==> src/rtl/rbz_spi_loader.sv <==
// Dual-target SPI command loader: shifts 1..64 MSB-first bits out to either the
// register or the vector port over a shared SCLK/MOSI pair.
module rbz_spi_loader #(
  parameter int CLK_DIV    = 2,
  parameter int GAP_CYCLES = 4
) (
  input  logic        i_clk,
  input  logic        i_reset_n,
  input  logic        i_cmd_valid,
  output logic        o_cmd_ready,
  input  logic        i_cmd_target,
  input  logic [6:0]  i_cmd_nbits,
  input  logic [63:0] i_cmd_data,
  input  logic        i_abort,
  output logic        o_reg_csb,
  output logic        o_vec_csb,
  output logic        o_sclk,
  output logic        o_mosi,
  output logic        o_busy,
  output logic        o_done,
  output logic        o_err
);

  typedef enum logic [2:0] {ST_IDLE, ST_LOW, ST_HIGH, ST_HOLD, ST_GAP} state_t;

  localparam logic [7:0] DIV_LOAD     = 8'(CLK_DIV - 1);
  localparam logic [7:0] GAP_LOAD     = 8'(GAP_CYCLES - 1);
  // A rejected command spends one extra cycle in GAP, standing in for the
  // LOW entry a legal command would have taken.
  localparam logic [7:0] GAP_LOAD_ILL = 8'(GAP_CYCLES);

  state_t      state_reg, state_next;
  logic [7:0]  phase_reg, phase_next;
  logic [6:0]  bit_reg, bit_next;
  logic        target_reg, target_next;
  logic [63:0] data_reg, data_next;
  logic        done_reg, done_next;
  logic        err_reg, err_next;
  logic        reg_csb_reg, reg_csb_next;
  logic        vec_csb_reg, vec_csb_next;
  logic        sclk_reg, sclk_next;
  logic        mosi_reg, mosi_next;
  logic        phase_done;
  logic        cmd_accept;
  logic        in_frame;

  assign o_cmd_ready = (state_reg == ST_IDLE) && !i_abort && i_reset_n;
  assign cmd_accept  = i_cmd_valid && o_cmd_ready;
  assign phase_done  = (phase_reg == 8'd0);

  always_ff @(posedge i_clk) begin
    if (!i_reset_n) begin
      state_reg   <= ST_IDLE;
      phase_reg   <= 8'd0;
      bit_reg     <= 7'd0;
      target_reg  <= 1'b0;
      data_reg    <= 64'd0;
      done_reg    <= 1'b0;
      err_reg     <= 1'b0;
      reg_csb_reg <= 1'b1;
      vec_csb_reg <= 1'b1;
      sclk_reg    <= 1'b0;
      mosi_reg    <= 1'b0;
    end else begin
      state_reg   <= state_next;
      phase_reg   <= phase_next;
      bit_reg     <= bit_next;
      target_reg  <= target_next;
      data_reg    <= data_next;
      done_reg    <= done_next;
      err_reg     <= err_next;
      reg_csb_reg <= reg_csb_next;
      vec_csb_reg <= vec_csb_next;
      sclk_reg    <= sclk_next;
      mosi_reg    <= mosi_next;
    end
  end

  always_comb begin
    state_next  = state_reg;
    phase_next  = phase_done ? 8'd0 : phase_reg - 8'd1;
    bit_next    = bit_reg;
    target_next = target_reg;
    data_next   = data_reg;
    done_next   = 1'b0;
    err_next    = 1'b0;

    case (state_reg)
      ST_IDLE: begin
        if (cmd_accept) begin
          target_next = i_cmd_target;
          data_next   = i_cmd_data;
          if (i_cmd_nbits == 7'd0 || i_cmd_nbits > 7'd64) begin
            state_next = ST_GAP;
            phase_next = GAP_LOAD_ILL;
            err_next   = 1'b1;
          end else begin
            state_next = ST_LOW;
            phase_next = DIV_LOAD;
            bit_next   = i_cmd_nbits - 7'd1;
          end
        end
      end
      ST_LOW, ST_HIGH, ST_HOLD: begin
        if (i_abort) begin
          state_next = ST_GAP;
          phase_next = GAP_LOAD;
          err_next   = 1'b1;
        end else if (phase_done) begin
          phase_next = DIV_LOAD;
          if (state_reg == ST_LOW) begin
            state_next = ST_HIGH;
          end else if (state_reg == ST_HIGH) begin
            if (bit_reg != 7'd0) begin
              bit_next   = bit_reg - 7'd1;
              state_next = ST_LOW;
            end else begin
              state_next = ST_HOLD;
            end
          end else begin
            state_next = ST_GAP;
            phase_next = GAP_LOAD;
            done_next  = 1'b1;
          end
        end
      end
      ST_GAP: begin
        if (phase_done) state_next = ST_IDLE;
      end
      default: state_next = ST_IDLE;
    endcase

    // Pins are registered from the next state so SCLK/CSB never glitch.
    in_frame     = (state_next == ST_LOW) || (state_next == ST_HIGH) || (state_next == ST_HOLD);
    reg_csb_next = !(in_frame && !target_next);
    vec_csb_next = !(in_frame && target_next);
    sclk_next    = (state_next == ST_HIGH);
    mosi_next    = ((state_next == ST_LOW) || (state_next == ST_HIGH)) ? data_next[bit_next[5:0]] : 1'b0;
  end

  assign o_reg_csb = reg_csb_reg;
  assign o_vec_csb = vec_csb_reg;
  assign o_sclk    = sclk_reg;
  assign o_mosi    = mosi_reg;
  assign o_busy    = (state_reg != ST_IDLE);
  assign o_done    = done_reg;
  assign o_err     = err_reg;

endmodule

==> config.mk <==
export PLATFORM = sky130hd
export DESIGN_NAME = rbz_spi_loader
export DESIGN_NICKNAME = d
export VERILOG_FILES = /design/src/rtl/rbz_spi_loader.sv
export SDC_FILE = /design/constraint.sdc
export NUM_CORES = 1
export LEC_CHECK = 0
export CAP_MARGIN = 25
export CORE_AREA = 5 5 99 101
export CTS_CLUSTER_SIZE = 16
export DETAILED_ROUTE_END_ITERATION = 8
export DIE_AREA = 0 0 104 106
export GPL_TIMING_DRIVEN = 0
export PLACE_DENSITY = 0.81
export SLEW_MARGIN = 25
export SYNTH_ARGS = -nofsm -noshare
export SYNTH_HDL_FRONTEND = slang
export SYNTH_SLANG_ARGS = --single-unit
==> constraint.sdc <==
create_clock -name i_clk -period 10.93 [get_ports i_clk]
set_input_delay 3.279 -clock i_clk [delete_from_list [all_inputs] [get_ports i_clk]]
set_output_delay 3.279 -clock i_clk [all_outputs]
set_load 0.02 [all_outputs]
---- Word level (Yosys, flattened, before mapping) ----
Cells that the tools add are included.
operators by class
  add/subtract/negate cells ............... 3
  magnitude comparators ................... 2
  equality and inequality tests ........... 14
  multiplexer cells ....................... 36
  bitwise operators ....................... 3
  reductions and logical operators ........ 22
operator list
  kind                   count
  $mux W64               2
  $mux W7                7
  $mux W8                4
  $mux W3                8
  $pmux W8 S2            1
  $ne A2 B2 Y1 const B   7
  $pmux W7 S2            1
  $sub A7 B1 Y7 const B  2
  $eq A3 B2 Y1 const B   4
  $pmux W3 S3            1
  $logic_not A8 Y1       1
  $reduce_and A8 Y1      1
  $sub A8 B1 Y8 const B  1
  $gt A7 B7 Y1 const B   1
  $logic_not A7 Y1       1
  $lt A6 B7 Y1 const B   1
  $mux W1                7
  $reduce_bool A7 Y1     1
  $bmux W1 S6            1
  $eq A3 B1 Y1 const B   2
  $mux W2                3
  $logic_and A1 B1 Y1    5
  $reduce_or A5 Y1       1
  $logic_not A1 Y1       4
  other kinds (9)        13
storage, ports and cells
  flip-flop bits (word level) ............. 89
  input port bits ......................... 76
  output and inout bits ................... 8
  word-level logic and storage cells ...... 92

---- Longest topological paths before layout ----
Gate-level depths: netlist (run 1).
  word-level depth ........................ 12
  gate-level depth with buffers ........... 16
  gate-level depth less buffers ........... 12

---- Worst setup path after synthesis (run 1) ----
Ideal clock, no wire load.
  path kind ............................... input to output
  start point ............................. input port i_abort
  end point ............................... output port o_cmd_ready
  arrival time ............................ 3.905 ns
  data required time ...................... 7.651 ns
  path slack .............................. 3.746 ns
  stages .................................. 3
  buffers on the path ..................... 1
  cells stage by stage .................... clkbuf_1 nand2b_1 nor2_1
between the ends
  longest elaborated chain between the ends .. 3
ends and longest elaborated chain
  item                              RTL line  source
  from (decl)                       14        input logic i_abort,
  $logic_not A1 Y1                  47        assign o_cmd_ready = (state_reg == ST_IDLE) && !i_abort && i_reset_n;
  $logic_and A1 B1 Y1 (2 in a row)  47
  to (decl)                         10        output logic o_cmd_ready,
No other way between the ends.

---- Worst setup path in the final report (run 1) ----
Ends and elaborated chain as after synthesis.

==> impl_metrics.csv, run 1 <==
group,metric,value,unit
outcome,status,"complete, no violations",
sta,period_share,75.0,%
clock_network,htree_levels,3,
synthesis,synth_flop_cell,"dfxtp_1",
place,place_congestion,0.895,
synthesis,synthCells,624,
clock_network,post-cts-setup-buffers,0,
clock_network,cts.sinks,89,
worst_setup_path,crit_type,"primary input to output pin",
clock_network,cts_buffers,9,
cells_and_area,nNetsFinal,796,
clock_network,clk_latency,0.38,ns
clock_network,cts_tree,"done",
sta,max_slew_margin,44.3,%
sta,fin_worst_skew,0.00598,ns
clock_network,cts_hold_buf,0,
synthesis,synth.avg_cell_area,7.50,um^2
place,io_buffers,82,
synthesis,syn_area,4680,um^2
synthesis,synth_area_leaders,"dfxtp_1 (38%), nand2_1 (13%), a21oi_1 (10%), a211oi_1 (3.2%), nor2_1 (2.6%)",
floorplan,rows,35,
sta,hold_viol_final,0,
pwr,p_leak,0.00215,uW
sta,period_minus_slack,8.20,ns
route,wl_per_cell,17.3,um
synthesis,syn_nets,703,
worst_setup_path,critPathLaunchType,"primary input",
cells_and_area,postLayoutCoreUtil,65.5,%
floorplan,dieHeight,106,um
synthesis,synth_seq_cells,89,
floorplan,ios,84,
cells_and_area,fillers,810,
floorplan,die_w,104,um
synthesis,synth.largest_area_cell,"dfxtp_1",
worst_setup_path,r2r_slack,6.86,ns
sta,drv_slew,0,
synthesis,seq_area_frac_synth,38.1,%
flow_run,max_cap_viol_count,0,
synthesis,ys_warn_count,0,
sta,setup_viol,0,
clock_network,path_clk_slew,0.09,ns
global_routing,grt_max_degree,16,
synthesis,yosysTopAreaCellShare,38.1,%
sta,tightest_slew,0.828,ns
cells_and_area,drive_gt1_share,5.55,%
synthesis,synth_edf_count,0,
clock_network,clockRootBuffer,"clkbuf_8",
route,firstDrtPassIters,5,
cells_and_area,largest_reg_flops,64,
synthesis,yosys-top-cells-count,"nand2_1 (164), a21oi_1 (97), dfxtp_1 (89)",
synthesis,synth.most_common_cell,"nand2_1",
route,drc,0,
route,wl,14.4,mm
place,dp.cells,817,
sta,rsz0062_at_grt,"no",
synthesis,ys_types,65,
cells_and_area,synthToLayoutAreaGrowth,25.1,%
cells_and_area,layout.cells.non_filler,832,
floorplan,core,8930,um^2
clock_network,cts_resized,0,
floorplan,start_util,52.4,%
global_routing,grt-ovfl-total,0,
route,num_vias,4975,
floorplan,floorplan.die_area,11000,um^2
cells_and_area,seq_area,1780,um^2
worst_setup_path,required,7.65,ns
pwr,power_density,147,nW/um^2
sta,max_freq,122,MHz
sta,final.setup.tns,0,ns
place,placed_area,5640,um^2
route,vias_per_cell,5.98,
worst_setup_path,worstPathArrival,4.92,ns
pwr,vdd_drop_max,0.0732,mV
worst_setup_path,cp-end-kind,"output pin",
cells_and_area,diodes,0,
global_routing,track_usage,25.1,%
hold_path,hp-class,"flip-flop to flip-flop",
cells_and_area,fin_area,5850,um^2
global_routing,grt_pass1_vias,4724,
worst_setup_path,crit_path_max_fanout,10,
cells_and_area,multi_input_area,2650,um^2
global_routing,grt_pass1_wl,22.7,mm
global_routing,antenna_found_initial,0,
clock_network,clock_path_buffers,2,
place,dpl.hpwl,10.6,mm
route,antenna_left,0,
synthesis,async_reset_ff_share,0,%
route,drt_iter0_drc,411,
## critical path: stages
cell and delay [ns]:
clkdlybuf4s50_1 0.50, clkbuf_1 0.37, nand2b_1 0.19, nor2_1 0.05, clkdlybuf4s50_1 0.53
## per-layer routing
metal,GRT usage (%),routed length (um),vias up
li1,-,-,2393
met1,32.5,6200,2301
met2,42.0,6810,250
met3,4.68,1070,31
met4,8.23,275,0
met5,0,0,-
## placed cells by master (no fill, tap or decap), types with 4 or more instances in the layout
master / count
nand2_1: 164
a21oi_1: 97
dfxtp_1: 89
clkdlybuf4s50_1: 82
nor2_1: 32
clkbuf_1: 31
o21ai_0: 23
a211oi_1: 20
a22oi_1: 12
inv_1: 10
nor3_1: 10
clkbuf_8: 9
nor3b_1: 6
and3_1: 6
xnor2_1: 6
nand3_1: 6
mux2i_1: 6
nor4_1: 5
and2_1: 5
nand4_1: 5
o211ai_1: 5
buf_2: 4
buf_1: 4
o2111ai_1: 4
xor2_1: 4
buf_4: 4
## path summary, 6_finish.rpt
path,startpoint,to,depth (start not counted)
setup / recovery,i_abort,o_cmd_ready,5
hold / removal,data_reg[9]$_SDFF_PN0_,data_reg[9]$_SDFF_PN0_,2
setup reg to reg,phase_reg[0]$_SDFF_PN0_,o_mosi$_SDFF_PN0_,14
hold reg to reg,data_reg[9]$_SDFF_PN0_,data_reg[9]$_SDFF_PN0_,2
## per-stage QoR
step	setup WS, ns	hold slack [ns]	total power, uW
detailed placement	2.75	0.444	607
finish	2.73	0.462	859
floorplan	3.75	0.428	527
global route	2.65	0.479	896
global placement	2.75	0.439	601
CTS	2.74	0.459	856
## cells by family after synthesis
logic type,synth area share [%]
AO/OA/AOI/OAI,26.1
XOR/XNOR,1.87
adder cells (fa/ha/maj),0.802
buffers and inverters,5.32
flip-flops,38.1
multiplexers,2.73
AND/OR/NAND/NOR,25.1
## power breakdown
part	internal, uW	switching, uW
clock	129	125
sequential	348	17.5
combinational	100	139
total	577	282
## layout make-up
cell class	count	share of cell area, %
Clock inverter	6	1.54
Tap cell	111	2.37
Multi-Input combinational cell	478	45.3
Clock buffer	9	2.12
Timing Repair Buffer	82	14.0
Sequential cell	89	30.4
Buffer	45	3.48
Inverter	12	0.770
No activity file was read; power rests on OpenSTA's default activity.
==> inputs of run 2 (changes only) <==
--- a/config.mk
+++ b/config.mk
@@ -6,12 +6,12 @@
 export NUM_CORES = 1
 export LEC_CHECK = 0
 export CAP_MARGIN = 25
-export CORE_AREA = 5 5 99 101
+export CORE_AREA = 5 5 105 107
 export CTS_CLUSTER_SIZE = 16
 export DETAILED_ROUTE_END_ITERATION = 8
-export DIE_AREA = 0 0 104 106
+export DIE_AREA = 0 0 110 112
 export GPL_TIMING_DRIVEN = 0
-export PLACE_DENSITY = 0.81
+export PLACE_DENSITY = 0.76
 export SLEW_MARGIN = 25
 export SYNTH_ARGS = -nofsm -noshare
 export SYNTH_HDL_FRONTEND = slang
==> constraint.sdc (replaced) <==
create_clock -name i_clk -period 7.1 [get_ports i_clk]
set_input_delay 2.13 -clock i_clk [delete_from_list [all_inputs] [get_ports i_clk]]
set_output_delay 2.13 -clock i_clk [all_outputs]
set_load 0.02 [all_outputs]
==> run 2 against run 1 <==
Global-route usage fell by 2.3 points. Core utilization shrank 7.0 points. Total power is 51% higher. First-iteration DRC count decreased by 16%.
==> impl_metrics.csv, run 2 (same netlist as run 1, synthesis figures left out) <==
group,metric,value,unit
clock_network,cts_buffers,9,
pwr,p_int,860,uW
pwr,p_leak,0.00215,uW
floorplan,start_util,46.6,%
pwr,seq_power_share,43.4,%
sta,final.setup.tns,0,ns
cells_and_area,layout_common_cells,"nand2_1 (164), a21oi_1 (97), dfxtp_1 (89), clkdlybuf4s50_1 (82), nor2_1 (32)",
hold_path,hp-class,"flip-flop to flip-flop",
worst_setup_path,r2r_slack,3.16,ns
sta,max_freq,170,MHz
cells_and_area,nNetsFinal,796,
cells_and_area,final_common_cell,"nand2_1",
outcome,status,"complete, no violations",
sta,rsz0062_at_grt,"no",
cells_and_area,drive_gt1_share,5.68,%
worst_setup_path,reg2regPathDepth,14,
cells_and_area,fillers,973,
floorplan,core,10000,um^2
global_routing,grt_max_degree,18,
worst_setup_path,required,4.97,ns
cells_and_area,synthToLayoutAreaGrowth,25.6,%
floorplan,dieHeight,112,um
pwr,power,1300,uW
route,drt_iter0_drc,346,
clock_network,post-cts-setup-buffers,0,
sta,whs,0.456,ns
sta,drv_slew,0,
clock_network,clock_path_buffers,2,
worst_setup_path,worstPathCellList,"clkdlybuf4s50_1, clkbuf_1, nand2b_1, nor2_1, clkdlybuf4s50_1",
worst_setup_path,max_stage_delay,0.61,ns
place,post-place-ws,1.11,ns
pwr,switching_share,33.7,%
sta,period_minus_slack,5.89,ns
flow_run,max_cap_viol_count,0,
route,firstDrtPassIters,5,
clock_network,htree_levels,3,
worst_setup_path,worstPathArrival,3.76,ns
route,num_vias,4948,
sta,worst_slack,1.21,ns
hold_path,min_to,"bit_reg[6]$_SDFFE_PN0P_",
global_routing,grt_pass1_vias,4803,
worst_setup_path,crit_path_max_fanout,10,
pwr,power_density,221,nW/um^2
floorplan,ios,84,
worst_setup_path,cp-end-kind,"output pin",
global_routing,track_usage,22.7,%
worst_setup_path,crit_slowest_cell,"clkdlybuf4s50_1",
sta,period_share,82.9,%
floorplan,rows,37,
clock_network,cts_hold_buf,0,
pwr,clkPwrFrac,28.6,%
cells_and_area,diodes,0,
global_routing,grt-ovfl-total,0,
worst_setup_path,crit_path_frequent_cell,"clkdlybuf4s50_1",
pwr,vdd_drop_max,0.112,mV
hold_path,hold_path_depth,1,
clock_network,cts_tree,"done",
route,wl_per_cell,16.2,um
cells_and_area,largest_reg_flops,64,
place,dpl.hpwl,10.6,mm
clock_network,clk_latency,0.37,ns
pwr,p_comb_share,28.1,%
worst_setup_path,timing.rr.end,"o_mosi$_SDFF_PN0_",
clock_network,path_clk_slew,0.09,ns
route,vias_per_cell,5.77,
sta,tightest_slew,0.855,ns
place,io_buffers,82,
hold_path,min_from,"bit_reg[6]$_SDFFE_PN0P_",
sta,fin_worst_skew,0.00851,ns
clock_network,cts.sinks,89,
route,drc,0,
sta,max_slew_margin,42.9,%
global_routing,antenna_found_initial,0,
global_routing,grt_pass1_wl,22.4,mm
sta,hold_viol_final,0,
sta,setup_viol,0,
floorplan,die_w,110,um
clock_network,clockRootBuffer,"clkbuf_8",
clock_network,cts_resized,0,
worst_setup_path,regToRegStartpoint,"phase_reg[0]$_SDFF_PN0_",
route,wl,13.9,mm
place,place_congestion,0.956,
cells_and_area,postLayoutCoreUtil,58.5,%
route,antenna_left,0,
floorplan,floorplan.die_area,12300,um^2
pwr,switching_power,438,uW
worst_setup_path,critPathLaunchType,"primary input",
worst_setup_path,crit_type,"primary input to output pin",
-- run 2: cell types whose count changed in the layout (fill, tap and decap cells not counted), sizes merged --
| cell | change |
|---|---|
| inv | +3 |
| bufinv | -1 |
| clkinvlp | -1 |
-- run 2: metal layers --
layer	vias up	wire length [um]	global-route usage [%]
met5	-	0	0
met4	0	450	10.8
met3	32	988	3.25
met2	194	6450	36.4
met1	2327	5990	29.7
li1	2395	-	-
-- run 2: area by class of cell --
cell class | count | area, um^2 | area share [%]
plain buffers | 45 | 204 | 3.47
clock buffers | 9 | 124 | 2.11
clock inverters | 7 | 81.3 | 1.38
inverters | 12 | 45.0 | 0.767
multi-input cells | 478 | 2650 | 45.1
flip-flops and latches | 89 | 1780 | 30.3
well taps | 136 | 170 | 2.90
repair buffers | 82 | 821 | 14.0
-- run 2: metrics by stage --
stage | instances | cell area [um^2]
after global placement | 842 | 5670
after CTS | 858 | 5880
after detailed placement | 842 | 5670
after global routing | 858 | 5880
final | 858 | 5880
after floorplan | 624 | 4680
-- run 2: worst max path at each step --
stage,endpoint,cells after the start,startpoint
after floorplan,o_mosi$_SDFF_PN0_,14,i_cmd_nbits[0]
after global placement,o_cmd_ready,5,i_abort
after detailed placement,o_mosi$_SDFF_PN0_,14,i_cmd_nbits[0]
after CTS,o_cmd_ready,5,i_abort
after global routing,o_cmd_ready,5,i_abort
final,o_cmd_ready,5,i_abort
-- run 2: power groups by stage --
stage                     Combinational, uW  Clock [uW]  Sequential (uW)
final                                   364         371              563
after global placement                  351           0              571
after detailed placement                358           0              574
after floorplan                         242           0              568
after global routing                    403         392              567
after CTS                               361         373              562
-- run 2: critical path: cells and delay by family --
family                 cells  cell delay [ns]
and+or+nand+nor            2             0.33
buffers and inverters      3             1.29
